==> config.mk <==
export PLATFORM = sky130hd
export DESIGN_NAME = disp_rd_arbiter
export DESIGN_NICKNAME = d
export VERILOG_FILES = /design/src/rtl/disp_axi_pkg.sv /design/src/rtl/disp_owner_fifo.sv /design/src/rtl/disp_rd_arbiter.sv
export SDC_FILE = /design/constraint.sdc
export NUM_CORES = 1
export LEC_CHECK = 0
export CAP_MARGIN = 25
export CORE_ASPECT_RATIO = 0.6
export CORE_UTILIZATION = 36
export DETAILED_ROUTE_END_ITERATION = 7
export HOLD_SLACK_MARGIN = 0.06
export PLACE_DENSITY = 0.89
export SLEW_MARGIN = 20
export SYNTH_ARGS = -nofsm -noshare
export SYNTH_HDL_FRONTEND = slang
export SYNTH_SLANG_ARGS = --single-unit
export TNS_END_PERCENT = 20
==> constraint.sdc <==
create_clock -name ACLK -period 7 [get_ports ACLK]
set_input_delay 1.4 -clock ACLK [delete_from_list [all_inputs] [get_ports ACLK]]
set_output_delay 1.4 -clock ACLK [all_outputs]
set_load 0.05 [all_outputs]
==> src/rtl/disp_axi_pkg.sv <==
// Shared types and constants for the display AXI4 read path.
// Latency: n/a (declarations only).
// Backpressure: n/a (declarations only).
// Contents: owner id type, arbiter state encoding, fixed burst shape constants
// that the display top level uses to tie off ARLEN/ARSIZE/ARBURST.
package disp_axi_pkg;

   // Which requester owns an issued burst.
   typedef enum logic {
      OWN_DISP = 1'b0,   // frame-buffer fetch, priority requester
      OWN_AUX  = 1'b1    // secondary fetch (overlay / cursor)
   } owner_t;

   // AR-side arbiter state, kept as plain constants so it drops into older code.
   typedef logic [0:0] arb_state_t;
   localparam arb_state_t IDLE  = 1'b0;
   localparam arb_state_t ISSUE = 1'b1;

   // Every burst is 16 beats of 64 bits, INCR.
   localparam int         BURST_BEATS = 16;
   localparam logic [7:0] AXI_ARLEN   = 8'(BURST_BEATS - 1);
   localparam logic [2:0] AXI_ARSIZE  = 3'b011;
   localparam logic [1:0] AXI_ARBURST = 2'b01;

endpackage

==> src/rtl/disp_owner_fifo.sv <==
// Owner-id FIFO: remembers which requester owns each burst issued on AR, in issue order.
// Latency: push visible at head the cycle after the write when empty; head is combinational.
// Backpressure: push ignored when full, pop ignored when empty (caller guarantees neither).
// Ports: clk_i / rst_ni (async active-low), push_i + push_dat_i, pop_i,
//        head_dat_o (oldest entry), empty_o, full_o, count_o (entries held).
module disp_owner_fifo #(
   parameter int DEPTH = 4   // power of two so pointers wrap naturally
) (
   input  logic                     clk_i,
   input  logic                     rst_ni,
   input  logic                     push_i,
   input  logic                     push_dat_i,
   input  logic                     pop_i,
   output logic                     head_dat_o,
   output logic                     empty_o,
   output logic                     full_o,
   output logic [$clog2(DEPTH):0]   count_o
);

   localparam int           AW       = $clog2(DEPTH);
   localparam logic [AW:0]  FULL_CNT = DEPTH[AW:0];

   logic [DEPTH-1:0] mem_q, mem_d;
   logic [AW-1:0]    wr_ptr_q, rd_ptr_q;
   logic [AW:0]      cnt_q;
   logic             push_ok, pop_ok;

   assign empty_o    = (cnt_q == '0);
   assign full_o     = (cnt_q == FULL_CNT);
   assign push_ok    = push_i & ~full_o;
   assign pop_ok     = pop_i & ~empty_o;
   assign head_dat_o = mem_q[rd_ptr_q];
   assign count_o    = cnt_q;

   always_comb begin
      mem_d = mem_q;
      if (push_ok) begin
         mem_d[wr_ptr_q] = push_dat_i;
      end
   end

   always_ff @(posedge clk_i or negedge rst_ni) begin
      if (!rst_ni) begin
         mem_q    <= '0;
         wr_ptr_q <= '0;
         rd_ptr_q <= '0;
         cnt_q    <= '0;
      end else begin
         mem_q <= mem_d;
         if (push_ok) begin
            wr_ptr_q <= wr_ptr_q + 1'b1;
         end
         if (pop_ok) begin
            rd_ptr_q <= rd_ptr_q + 1'b1;
         end
         // Simultaneous push and pop leave the count unchanged.
         if (push_ok && !pop_ok) begin
            cnt_q <= cnt_q + 1'b1;
         end else if (pop_ok && !push_ok) begin
            cnt_q <= cnt_q - 1'b1;
         end
      end
   end

endmodule

==> src/rtl/disp_rd_arbiter.sv <==
// Shares one AXI4 AR/R channel between the frame-buffer fetch (R0, priority) and an aux fetch (R1).
// Latency: REQ to ARVALID 1 cycle, AR issues at most every 2 cycles; R path is combinational.
// Backpressure: AR held until ARREADY; RREADY follows the head owner's RREADY; AR stalls at MAX_OUTS.
// Ports: Rk_REQ/Rk_ADDR in, Rk_ACK out (one-cycle AR handshake strobe), Rk_RVALID out / Rk_RREADY in,
//        shared R_DATA/R_LAST, M_AXI_AR*/R* master side, OUTS_CNT (bursts in flight), R_ERR (sticky).
module disp_rd_arbiter
   import disp_axi_pkg::*;
#(
   parameter int C_M_AXI_ADDR_WIDTH = 32,
   parameter int C_M_AXI_DATA_WIDTH = 64,
   parameter int MAX_OUTS           = 4,   // power of two, 2..8
   parameter int STARVE_LIMIT       = 4    // >= 1
) (
   input  logic                            ACLK,
   input  logic                            ARESETN,
   input  logic                            R0_REQ,
   input  logic                            R1_REQ,
   input  logic [C_M_AXI_ADDR_WIDTH-1:0]   R0_ADDR,
   input  logic [C_M_AXI_ADDR_WIDTH-1:0]   R1_ADDR,
   output logic                            R0_ACK,
   output logic                            R1_ACK,
   output logic                            R0_RVALID,
   output logic                            R1_RVALID,
   input  logic                            R0_RREADY,
   input  logic                            R1_RREADY,
   output logic                            R_LAST,
   output logic [C_M_AXI_DATA_WIDTH-1:0]   R_DATA,
   output logic                            M_AXI_ARVALID,
   output logic [C_M_AXI_ADDR_WIDTH-1:0]   M_AXI_ARADDR,
   input  logic                            M_AXI_ARREADY,
   input  logic                            M_AXI_RVALID,
   input  logic                            M_AXI_RLAST,
   input  logic [C_M_AXI_DATA_WIDTH-1:0]   M_AXI_RDATA,
   output logic                            M_AXI_RREADY,
   output logic [$clog2(MAX_OUTS):0]       OUTS_CNT,
   output logic                            R_ERR
);

   localparam int           SW        = $clog2(STARVE_LIMIT + 1);
   localparam logic [SW-1:0] STARVE_MAX = STARVE_LIMIT[SW-1:0];

   arb_state_t                    state_q, state_d;
   owner_t                        owner_q, owner_d;
   logic [C_M_AXI_ADDR_WIDTH-1:0] araddr_q, araddr_d;
   logic                          arvalid_q, arvalid_d;
   logic [SW-1:0]                 starve_q, starve_d;
   logic                          r_err_q, r_err_d;

   logic   grant_aux;
   logic   ar_hs;
   logic   fifo_head, fifo_empty, fifo_full, fifo_pop;
   owner_t head_own;
   logic   head_rdy;

   // R1 wins when R0 is idle, or when R0 has already taken STARVE_LIMIT grants in a row.
   assign grant_aux = R1_REQ & (~R0_REQ | (starve_q == STARVE_MAX));
   assign ar_hs     = arvalid_q & M_AXI_ARREADY;

   always_comb begin
      state_d   = state_q;
      owner_d   = owner_q;
      araddr_d  = araddr_q;
      arvalid_d = arvalid_q;
      starve_d  = starve_q;
      case (state_q)
         IDLE: begin
            // Full FIFO is the same as OUTS_CNT == MAX_OUTS.
            if ((R0_REQ | R1_REQ) & ~fifo_full) begin
               state_d   = ISSUE;
               arvalid_d = 1'b1;
               if (grant_aux) begin
                  owner_d  = OWN_AUX;
                  araddr_d = R1_ADDR;
                  starve_d = '0;
               end else begin
                  owner_d  = OWN_DISP;
                  araddr_d = R0_ADDR;
                  if (!R1_REQ) begin
                     starve_d = '0;
                  end else if (starve_q != STARVE_MAX) begin
                     starve_d = starve_q + 1'b1;
                  end
               end
            end
         end
         ISSUE: begin
            if (M_AXI_ARREADY) begin
               state_d   = IDLE;
               arvalid_d = 1'b0;
            end
         end
         default: begin
            state_d   = IDLE;
            arvalid_d = 1'b0;
         end
      endcase
   end

   always_ff @(posedge ACLK or negedge ARESETN) begin
      if (!ARESETN) begin
         state_q   <= IDLE;
         owner_q   <= OWN_DISP;
         araddr_q  <= '0;
         arvalid_q <= 1'b0;
         starve_q  <= '0;
         r_err_q   <= 1'b0;
      end else begin
         state_q   <= state_d;
         owner_q   <= owner_d;
         araddr_q  <= araddr_d;
         arvalid_q <= arvalid_d;
         starve_q  <= starve_d;
         r_err_q   <= r_err_d;
      end
   end

   assign M_AXI_ARVALID = arvalid_q;
   assign M_AXI_ARADDR  = araddr_q;
   assign R0_ACK        = ar_hs & (owner_q == OWN_DISP);
   assign R1_ACK        = ar_hs & (owner_q == OWN_AUX);

   disp_owner_fifo #(
      .DEPTH (MAX_OUTS)
   ) u_owner_fifo (
      .clk_i      (ACLK),
      .rst_ni     (ARESETN),
      .push_i     (ar_hs),
      .push_dat_i (owner_q),
      .pop_i      (fifo_pop),
      .head_dat_o (fifo_head),
      .empty_o    (fifo_empty),
      .full_o     (fifo_full),
      .count_o    (OUTS_CNT)
   );

   // R steering: the oldest outstanding burst owns every beat until its RLAST is accepted.
   assign head_own     = owner_t'(fifo_head);
   assign head_rdy     = (head_own == OWN_AUX) ? R1_RREADY : R0_RREADY;
   assign M_AXI_RREADY = ~fifo_empty & head_rdy;
   assign R0_RVALID    = M_AXI_RVALID & ~fifo_empty & (head_own == OWN_DISP);
   assign R1_RVALID    = M_AXI_RVALID & ~fifo_empty & (head_own == OWN_AUX);
   assign fifo_pop     = M_AXI_RVALID & M_AXI_RREADY & M_AXI_RLAST;
   assign R_DATA       = M_AXI_RDATA;
   assign R_LAST       = M_AXI_RLAST;

   // A beat with nothing outstanding means the slave and this block disagree; latch it.
   assign r_err_d = r_err_q | (M_AXI_RVALID & fifo_empty);
   assign R_ERR   = r_err_q;

endmodule

## Word-level counts from Yosys, hierarchy flattened

Cells that the tools add are included.
Widths: inputs -> output; s select.

| word-level totals | value |
|---|---|
| memories | 0 |
| memory bits (writable) | 0 |
| logic and storage cells | 76 |
| bits in latches | 0 |
| ROM bits | 0 |
| flip-flop bits (word level) | 50 |
| output and inout bits | 107 |
| input port bits | 137 |

| cells by class | value |
|---|---|
| shift-type cells | 0 |
| $lt $le $gt $ge | 3 |
| add/subtract/negate cells | 5 |
| reduce and logical (&&, ||, !) cells | 10 |
| $mul | 0 |
| div/mod/pow operators | 0 |
| eq/ne operators | 6 |
| bitwise gates (word level) | 23 |
| mux-type cells | 19 |

Operator list:

| cell | count |
|---|---|
| $mux 32 | 1 |
| $mux 3 | 5 |
| $and 1x1->1 | 14 |
| $mux 1 | 8 |
| $add 3x1->3 const B | 2 |
| $eq 3x3->1 const B | 2 |
| $lt 2x3->1 const B | 2 |
| $not 1->1 | 6 |
| $add 2x1->2 const B | 2 |
| $bwmux 4 | 1 |
| $ne 2x2->1 const B | 2 |
| $pmux 1 s2 | 2 |
| $reduce_and 2->1 | 2 |
| $logic_and 1x1->1 | 3 |
| $logic_not 3->1 | 1 |
| $ne 3x1->1 const B | 1 |
| $ne 3x3->1 const B | 1 |
| $or 1x1->1 | 3 |
| $reduce_and 3->1 | 1 |
| $sub 3x1->3 const B | 1 |
| $bmux 1 s2 | 1 |
| $demux 1 s2 | 1 |
| $ge 2x1->1 const B | 1 |
| $logic_not 1->1 | 2 |
| $reduce_bool 2->1 | 1 |

## Logic depth before layout (Yosys ltp)

Gate-level depths: netlist of run 1.

| depth | value |
|---|---|
| depth in word-level cells | 10 |
| mapped depth | 10 |
| depth with buffers taken out | 10 |

## By module

From an unflattened synthesis of run 1, not the netlist that was laid out.

| unflattened totals | value |
|---|---|
| cells, all modules | 345 |
| area, all modules | 3385.7 µm² |

Modules (own cells, without submodules):

| module | seq. area each (µm²) | area each (µm²) | cells each | times used |
|---|---|---|---|---|
| disp_rd_arbiter | 975.9 | 2782.7 | 292 | 1 |
| disp_owner_fifo | 275.3 | 603.1 | 53 | 1 |

## Worst setup path after synthesis of run 1

No wires, ideal clock.

| path | value |
|---|---|
| path kind | input to output |
| from | in M_AXI_RVALID |
| to | out R1_RVALID |
| data required time | 5600 ps |
| stages | 2 |
| arrival time | 2146 ps |
| path buffers | 0 |
| path slack | 3454 ps |
| cell sequence | nand2_1 -> nor2b_1 |

| on the way | value |
|---|---|
| cells in the longest elaborated chain, start to end | 2 |

Ends and longest elaborated chain:

| what | line | RTL |
|---|---|---|
| from (decl) | disp_rd_arbiter.sv:31 | `input logic M_AXI_RVALID,` |
| $and 1x1->1 (2 in a row) | disp_rd_arbiter.sv:141 | `assign R1_RVALID = M_AXI_RVALID & ~fifo_empty & (head_own == OWN_AUX);` |
| to (decl) | disp_rd_arbiter.sv:23 | `output logic R1_RVALID,` |

No other way between the ends.

## Worst setup path in the final report of run 1

Same ends and word-level chain as after synthesis.

==> metrics.yaml, run 1 <==
status: "complete, no violations"
startpoint_type: "input pin"
routed_wl_um: 6600
leakage_nw: 1.79
cp.arrival_ns: 2.94
rsz0062_at_grt: "no"
fin_area_sq_um: 3890
cp_cell_sequence: "clkdlybuf4s50_1, nand2_1, nor2b_1, clkdlybuf4s50_1"
antenna_found_initial: 0
dieArea_sq_um: 8760
cp.required_ns: 5.60
grt_pass1_wl_um: 10300
holdBufCountCts: 0
grt_usage: 0.153
wl_per_cell_um: 14.5
slew_violations: 0
post_cts_buffers: 0
clkLatencyLatePin_ns: 0.29
layout_worst_path_cycle_share: 0.621
p_per_area_nw_per_um2: 469
maxCapViolCount: 0
ir_drop_uv: 214
area_growth_pct: 29.0
synthAdderAreaFrac: 0.0357
cp-startpoint: "M_AXI_RVALID"
htree_levels: 2
nNetsFinal: 490
place_inst: 446
max_slew_margin: 0.517
yosys.area.top_type: "dfrtp_1"
core_area_sq_um: 8010
avgSynthCellArea_sq_um: 10.1
finalNonFillerCells: 454
synth_fp_nets: 443
grt_max_degree: 70
synthSimpleGateAreaFrac: 0.0974
num_io_pins: 244
multi_input_area_sq_um: 1170
clock_skew_ns: 0.00861
tightest_slew_ns: 0.725
r2r-end: "u_owner_fifo.count_o[1]"
setup_violations: 0
postRouteAntennaNets: 0
cts-buffers-inserted: 5
synth_top_family_by_area: "buffers and inverters"
cts.reportedPaths.clkPinSlew_ns: 0.06
initial_core_util: 0.377
crit_path_end_kind: "output pin"
crit_cells: 4
drt_first_pass_iters: 4
synth_top_area_share: 0.415
r2r_setup_slack_ns: 4.55
worstRegToRegCells: 8
io_buffers: 115
crit_slowest_cell: "clkdlybuf4s50_1"
fp.dieW_um: 120
synthDistinctLibCells: 35
root_buffer: "clkbuf_16"
fmax_mhz: 230
grt_pass1_vias: 2118
dpl_cell_area_sq_um: 3740
ys_ff_latch: 50
cp_top_family: "buffers and inverters"
drtIter0Drc: 60
synth-xor-area-share: 0.0145
holdCritPathClass: "register to register"
num_vias: 2139
crit_end: "R1_RVALID"
tns_ns: 0
synth-edff-count: 0
nFillCells: 758
dp_hpwl_um: 5180
ys_seq_area_frac: 0.415
path_common_cell: "clkdlybuf4s50_1"
synth_ff_type: "dfrtp_1"
seqCellArea_sq_um: 1250
cts.sinks: 50
netlist_area_sq_um: 3020
post_cts_resized: 0
rows: 25
drc: 0
worstSetupPathType: "input pin to output pin"
cp_slowest_stage_delay_ns: 0.81
synth-compound-area-share: 0.0937
netlist_top_cells_area: "dfrtp_1 41%, buf_4 17%, mux2i_1 13%, nand2_1 5.5%, o21ai_0 4.8%"
antenna_cells: 0
via_per_inst: 4.71
path_buf_inv: 2
drive_above_1_share: 0.0867
synth_mux_area_frac: 0.145
gp_congestion: 0.779
clock_path_buffers: 2
cts_tree: "yes"
synth_cells: 298
synth_warnings: 0
dieHeight_um: 72.9
cp_max_fo: 3
hold_viol: 0
grt_overflow: 0
rr_startpoint: "u_owner_fifo.rd_ptr_q[1]"
ys_async_sr_fraction: 1.00
layout_min_cycle_time_ns: 4.35
[layout by cell type, fill, tap and decap left out, types with 2 or more instances in the layout]
| cell type | netlist | routed |
|---|---|---|
| xor2_1 | 3 | 3 |
| mux2_2 | 5 | 5 |
| mux2i_1 | 38 | 38 |
| a32o_1 | 2 | 2 |
| inv_1 | 6 | 6 |
| o21ai_2 | 8 | 8 |
| ha_1 | 7 | 7 |
| o21ai_0 | 29 | 29 |
| clkbuf_16 | 0 | 5 |
| or2_2 | 2 | 2 |
| nor2_1 | 6 | 6 |
| xnor2_1 | 2 | 2 |
| dfrtp_1 | 50 | 50 |
| nand2_1 | 44 | 44 |
| nand3_1 | 3 | 3 |
| and3_1 | 2 | 2 |
| nand2_2 | 2 | 2 |
| clkdlybuf4s50_1 | 0 | 114 |
[where the power goes]
part           switching (mW)  total, mW  internal (mW)
Sequential              0.102      0.530          0.428
Clock                   0.101      0.242          0.142
Combinational           0.680       1.06          0.375
[synthesized netlist by cell type (2+ instances only)]
cell type / n
buf_2: 4
nand2_1: 44
or2_2: 2
o21ai_2: 8
nand2_2: 2
mux2_2: 5
dfrtp_1: 50
a32o_1: 2
ha_1: 7
o21ai_0: 29
inv_1: 6
nand3_1: 3
mux2i_1: 38
clkbuf_2: 2
and3_1: 2
xnor2_1: 2
xor2_1: 3
buf_4: 67
nor2_1: 6
[cell type report]
type | count | area share
Clock buffer | 7 | 0.0366
Inverter | 6 | 0.00578
Sequential cell | 50 | 0.321
Clock inverter | 1 | 0.00129
Timing Repair Buffer | 116 | 0.299
Tap cell | 108 | 0.0347
Multi-Input combinational cell | 166 | 0.301
[state kept, by name (all words and copies together), names as in the netlist]
name                   flops
M_AXI_ARADDR              32
M_AXI_ARVALID              1
R_ERR                      1
owner_q                    1
starve_q                   3
state_q                    1
u_owner_fifo.count_o       3
u_owner_fifo.mem_q         4
u_owner_fifo.rd_ptr_q      2
u_owner_fifo.wr_ptr_q      2
[metal layers]
layer,GRT usage,share of wire
met1,0.181,0.43
met2,0.241,0.44
met3,0.0813,0.12
met4,0.0500,0.012
met5,0,0
[worst min path at each step]
stage	slack, ns	cells after the start	to	startpoint
after floorplan	0.46	2	starve_q[0]	starve_q[0]
after global placement	0.46	2	M_AXI_ARADDR[18]	M_AXI_ARADDR[18]
after detailed placement	0.46	2	M_AXI_ARADDR[16]	M_AXI_ARADDR[16]
after CTS	0.48	2	M_AXI_ARADDR[16]	M_AXI_ARADDR[16]
after global routing	0.50	2	M_AXI_ARADDR[21]	M_AXI_ARADDR[21]
final	0.47	2	M_AXI_ARADDR[16]	M_AXI_ARADDR[16]
[kinds of logic after synthesis]
| family | count (synthesis) |
|---|---|
| fa+ha+maj | 8 |
| flops | 50 |
| xor+xnor | 5 |
| buf+inv | 82 |
| simple gates | 65 |
| compound gates | 45 |
| mux | 43 |
[worst register-to-register path: cells and delay by family (launching register included)]
kind	cells	cell delay [ns]
flip-flops	1	0.42
buffers and inverters	1	0.07
AND/OR/NAND/NOR	1	0.31
multiplexers	4	0.90
adder cells (fa/ha/maj)	2	0.65
[stage by stage]
stage	power (mW)	util	hold slack, ns	setup WS, ns
6_report	1.83	0.486	0.471	2.66
5_1_grt	1.94	0.486	0.499	2.58
4_1_cts	1.85	0.485	0.477	2.66
3_5_place_dp	1.60	0.467	0.463	2.67
3_3_place_gp	1.56	0.465	0.458	2.71
2_1_floorplan	1.36	-	0.464	3.45
Power figures use the tool's default switching activity.
==> run 2: changes to the inputs <==
--- a/config.mk
+++ b/config.mk
@@ -7,10 +7,10 @@
 export LEC_CHECK = 0
 export CAP_MARGIN = 25
 export CORE_ASPECT_RATIO = 0.6
-export CORE_UTILIZATION = 36
+export CORE_UTILIZATION = 33
 export DETAILED_ROUTE_END_ITERATION = 7
 export HOLD_SLACK_MARGIN = 0.06
-export PLACE_DENSITY = 0.89
+export PLACE_DENSITY = 0.83
 export SLEW_MARGIN = 20
 export SYNTH_ARGS = -nofsm -noshare
 export SYNTH_HDL_FRONTEND = slang
==> constraint.sdc (replaced) <==
create_clock -name ACLK -period 4.5 [get_ports ACLK]
set_input_delay 0.9 -clock ACLK [delete_from_list [all_inputs] [get_ports ACLK]]
set_output_delay 0.9 -clock ACLK [all_outputs]
set_load 0.05 [all_outputs]
==> metrics.yaml, run 2 (synthesis gave the netlist of run 1 again) <==
r2r-end: "u_owner_fifo.count_o[1]"
layout_commonest_cell: "clkdlybuf4s50_1"
finalWorstSetupSlack_ns: 1.17  # -1.49 ns
fp.dieW_um: 125  # +4.4%
layout_common_cells: "114 x clkdlybuf4s50_1, 50 x dfrtp_1, 44 x nand2_1"
violations: "design-rule violations"
grt_pass1_vias: 2143  # +1.2%
dieArea_sq_um: 9540  # +8.9%
area_growth_pct: 31.3
slew_violations: 0  # unchanged
antenna_cells: 0  # unchanged
worstRegToRegCells: 8  # unchanged
crit_slowest_cell: "clkdlybuf4s50_1"
core_area_sq_um: 8690  # +8.5%
nFillCells: 813  # +7.3%
drc: 9  # +9
cts.sinks: 50  # unchanged
cts-buffers-inserted: 5  # unchanged
clock_path_buffers: 2  # unchanged
layout_min_cycle_time_ns: 3.33
root_buffer: "clkbuf_16"
tns_ns: 0  # unchanged
grt_overflow: 0  # unchanged
final_core_util: 0.456  # -0.0299
htree_levels: 2  # unchanged
cp_cell_sequence: "clkdlybuf4s50_1, mux2i_1, nor2_1, clkdlybuf4s50_1"
rows: 26  # +4.0%
tightest_slew_ns: 0.727  # +0.00191 ns
drive_above_1_share: 0.0922  # +0.00551
p_total_mw: 2.96  # +62%
gp_congestion: 0.752  # -3.4%
antenna_found_initial: 0  # unchanged
cts_tree: "yes"
holdBufCountCts: 0  # unchanged
largest_reg_flops: 32  # unchanged
p_per_area_nw_per_um2: 746  # +59%
holdCritStartpoint: "M_AXI_ARADDR[16]"
cp.arrival_ns: 2.43  # -0.51 ns
clock_skew_ns: 0.00759  # -0.00102 ns
nNetsFinal: 491  # +0.20%
p_sw_mw: 1.37  # +55%
r2r_setup_slack_ns: 2.04  # -2.51 ns
wl_per_cell_um: 14.3  # -1.4%
rr_startpoint: "u_owner_fifo.rd_ptr_q[1]"
combPwrFrac: 0.553  # -0.025
clkLatencyLatePin_ns: 0.29  # about the same
p_seq_frac: 0.278  # -0.012
hold_viol: 0  # unchanged
holdCritPathClass: "register to register"
path_common_cell: "clkdlybuf4s50_1"
hold_depth: 2  # unchanged
cp_max_fo: 3  # unchanged
place_ws_ns: 1.18  # -1.49 ns
fmax_mhz: 300
post_cts_buffers: 0  # unchanged
cp_slowest_stage_delay_ns: 0.81  # about the same
setup_violations: 0  # unchanged
grt_pass1_wl_um: 10500  # +2.1%
pwr-share-clk: 0.169  # +0.036
routed_wl_um: 6580  # -0.33%
holdPathEnd: "M_AXI_ARADDR[16]"
drt_first_pass_iters: 7  # +3
ir_drop_uv: 305  # +42%
cts.reportedPaths.clkPinSlew_ns: 0.07  # about the same
fin_area_sq_um: 3960  # +1.8%
io_buffers: 115  # unchanged
grt_max_degree: 70  # unchanged
status: "complete, but fails checks"
initial_core_util: 0.347  # -0.0294
num_vias: 2113  # -1.2%
maxCapViolCount: 0  # unchanged
max_slew_margin: 0.515  # -0.00127
layout_worst_path_cycle_share: 0.740
dp_hpwl_um: 5050  # -2.6%
rsz0062_at_grt: "no"
post_cts_resized: 0  # unchanged
via_per_inst: 4.60  # -2.3%
dieHeight_um: 76.1  # +4.3%
cp.required_ns: 3.60  # -2.00 ns
leakage_nw: 1.82  # +1.7%
worstSetupPathType: "input pin to output pin"
num_io_pins: 244  # unchanged
postRouteAntennaNets: 0  # unchanged
dpl_cell_area_sq_um: 3760  # +0.67%
startpoint_type: "input pin"
p_int_mw: 1.58  # +68%
drtIter0Drc: 86  # +43%
crit_path_end_kind: "output pin"
grt_usage: 0.141  # -0.0120
swShare: 0.464  # -0.0190
-- run 2: cell count changes in the layout (fill, tap and decap cells not counted), sizes merged --
cell	delta
clkinv	-1
bufinv	+2
clkbuf	-1
buf	+1
-- run 2: layout make-up --
class	count	area, sq um	area share
Clock buffer	6	139	0.0350
Clock inverter	2	60.1	0.0152
Inverter	6	22.5	0.00568
Multi-Input combinational cell	166	1160	0.294
Sequential cell	50	1250	0.316
Tap cell	112	140	0.0354
Timing Repair Buffer	117	1190	0.299
-- run 2: worst max-delay path: cells and delay by family --
family,cells,cell delay [ns]
and+or+nand+nor,1,0.11
buffers and inverters,2,1.31
muxes,1,0.10
-- run 2: how the worst max path moves through the flow --
stage                                  from           end  cells after the start
floorplan           u_owner_fifo.count_o[0]     R1_RVALID                      3
detailed placement                R1_RREADY  M_AXI_RREADY                      4
finish                            R1_RREADY  M_AXI_RREADY                      4
global route                      R1_RREADY  M_AXI_RREADY                      4
global placement                  R0_RREADY  M_AXI_RREADY                      4
CTS                               R1_RREADY  M_AXI_RREADY                      4
-- run 2: power by group through the flow --
stage	registers (mW)	clock network [mW]	logic [mW]
after floorplan	1.36	0	0.760
after global placement	0.819	0	1.61
after detailed placement	0.832	0	1.65
after CTS	0.826	0.518	1.65
after global routing	0.857	0.540	1.75
final	0.823	0.499	1.63
-- run 2: through the flow --
step                      hold WS, ns  cells
after floorplan                 0.464    298
after global placement          0.462    449
after detailed placement        0.450    451
after CTS                       0.478    459
after global routing            0.486    459
final                           0.476    459
-- run 2: per-layer routing --
metal  track usage  share of wire  vias up
met5        0.0160              0        -
met4        0.0488          0.012        0
met3        0.0787           0.11        9
met2         0.203           0.43      115
met1         0.175           0.45      963
li1              -              -     1026
==> variant (settings of run 2) <==
`mem_q` no longer has a reset.
--- a/src/rtl/disp_owner_fifo.sv
+++ b/src/rtl/disp_owner_fifo.sv
@@ -41,12 +41,10 @@
 
    always_ff @(posedge clk_i or negedge rst_ni) begin
       if (!rst_ni) begin
-         mem_q    <= '0;
          wr_ptr_q <= '0;
          rd_ptr_q <= '0;
          cnt_q    <= '0;
       end else begin
-         mem_q <= mem_d;
          if (push_ok) begin
             wr_ptr_q <= wr_ptr_q + 1'b1;
          end
@@ -62,5 +60,9 @@
       end
    end
 
+   always_ff @(posedge clk_i) begin
+      mem_q <= mem_d;
+   end
+
 endmodule
 
Behaviour: same outputs for any inputs over 4 cycles, from zero or initial values and one cycle with ARESETN low; that may be too few to reach the edited logic, so the function may still have changed.
==> variant against run 2 <==
Total power shrank 5.5%; design area shrank 2.4%; largest power group unchanged; sequential cell count stayed put; fmax increased by 0.41%; first-iteration DRC count is 24% lower; combinational power is 5% lower; worst setup slack better by 0.014 ns; synthesized area fell by 1.7%; routed wire length decreased by 7.9%.
==> variant: results <==
group,metric,value,unit
logic_synthesis,async_flop_share,92.00,%
timing,tightest_slew,0.8196,ns
timing,skew,0.007682,ns
logic_synthesis,synth_compound_area_share,8.819,%
finish,n_antenna_cell,0,
finish,nets,487,
logic_synthesis,synthAdderAreaFrac,3.629,%
route,drt_iter0_markers,65,
logic_synthesis,synth_edf_count,4,
status,outcome,"finished clean",
route,post_drt_wl_per_cell,13.31,µm
logic_synthesis,yosys_warnings,0,
worst_setup_path,arrival,2.42,ns
global_routing,first_global_vias,1933,
power_and_ir_drop,p_leak,1.764,nW
global_routing,track_usage,13.26,%
place,io_buffers,115,
logic_synthesis,synth_common_cells,"69 x buf_4, 46 x dfrtp_1, 44 x nand2_1, 38 x mux2i_1, 25 x o21ai_0",
finish,drive_above_1_share,4.082,%
place,dp_hpwl,4693,µm
logic_synthesis,synth.distinct_cells,32,
worst_setup_path,crit_family,"buffers and inverters",
route,drt-vias-per-instance,4.516,
clock_tree,clkTransAtPathRegs,0.07,ns
global_routing,grt_max_degree,47,
clock_tree,root_buffer,"clkbuf_16",
place,placed_cells,446,
route,routed_wl,6057,µm
hold_path,min_path_type,"reg2reg",
clock_tree,cts_buffer_depth,2,
worst_setup_path,max_stage_delay,0.81,ns
logic_synthesis,synth_area_leaders,"dfrtp_1 39%, buf_4 17%, mux2i_1 13%",
global_routing,grt_pass1_wl,9618,µm
clock_tree,clk_latency,0.29,ns
logic_synthesis,avgSynthCellArea,10.09,µm²
worst_setup_path,crit_path_top_delay_cell,"clkdlybuf4s50_1",
place,gp_congestion,0.7980,
power_and_ir_drop,worst_ir_drop_vdd,369.5,µV
clock_tree,cts_buffers,5,
route,firstDrtPassIters,4,
logic_synthesis,synth.area.mux_share,13.21,%
logic_synthesis,yosys.area_share.xor_xnor,1.477,%
logic_synthesis,ys_seq_area_share,42.87,%
logic_synthesis,synth_nets,439,
clock_tree,htreeDepth,2,
## variant: area by class of cell
cell class / instances / area, µm²
fill: 787 / 4753
sequential: 50 / 1271
timing repair buffer: 117 / 1176
multi-input combinational: 162 / 1085
clock buffer: 7 / 142.6
tap: 112 / 140.1
clock inverter: 1 / 30.03
inverter: 6 / 22.52
## variant: worst reg2reg max path, cell delays in order (launching register included)
cell	delay [ns]
dfrtp_1	0.41
mux2i_1	0.31
mux2i_1	0.20
mux2i_1	0.17
or2_2	0.31
ha_1	0.23
inv_1	0.07
fa_1	0.39
mux2_2	0.26
## variant: logic make-up after synthesis
kind of cell / after synthesis
multiplexers: 39
AO/OA/AOI/OAI: 45
AND/OR/NAND/NOR: 65
buffers and inverters: 82
flip-flops: 50
XOR/XNOR: 5
adder cells (fa/ha/maj): 8
## variant: metrics by stage
step | instance area, µm² | hold WS [ns] | setup WS, ns | power (mW)
after floorplan | 2965 | 0.4641 | 1.917 | 2.039
after global placement | 3672 | 0.4487 | 1.221 | 2.340
after detailed placement | 3672 | 0.4552 | 1.178 | 2.387
after CTS | 3845 | 0.4711 | 1.173 | 2.832
after global routing | 3867 | 0.4973 | 1.117 | 2.989
final | 3867 | 0.4637 | 1.183 | 2.792
## variant: layer usage
| layer | track usage [%] | part of all wire (%) | up-vias |
|---|---|---|---|
| li1 | - | - | 1010 |
| met1 | 16.94 | 46 | 941 |
| met2 | 19.34 | 44 | 96 |
| met3 | 7.444 | 10 | 8 |
| met4 | 3.481 | 0.59 | 0 |
| met5 | 0 | 0 | - |
## variant: worst paths after layout
kind	from	endpoint	slack [ns]	cells after the start
min in group asynchronous	ARESETN	R_ERR	0.62	1
worst min register to register	R_ERR	R_ERR	0.46	1
max in group asynchronous	ARESETN	M_AXI_ARADDR[22]	3.48	1
worst min-delay path	R_ERR	R_ERR	0.46	1
worst max-delay path	M_AXI_RVALID	R0_RVALID	1.18	4
worst max register to register	u_owner_fifo.rd_ptr_q[1]	u_owner_fifo.count_o[1]	2.03	8
## variant: power breakdown
group	total (mW)	switching, mW	internal, mW	leakage, nW
registers	0.809	0.144	0.666	0.599
logic	1.55	1.00	0.545	1.08
clock network	0.435	0.157	0.278	0.0841
total	2.79	1.30	1.49	1.76
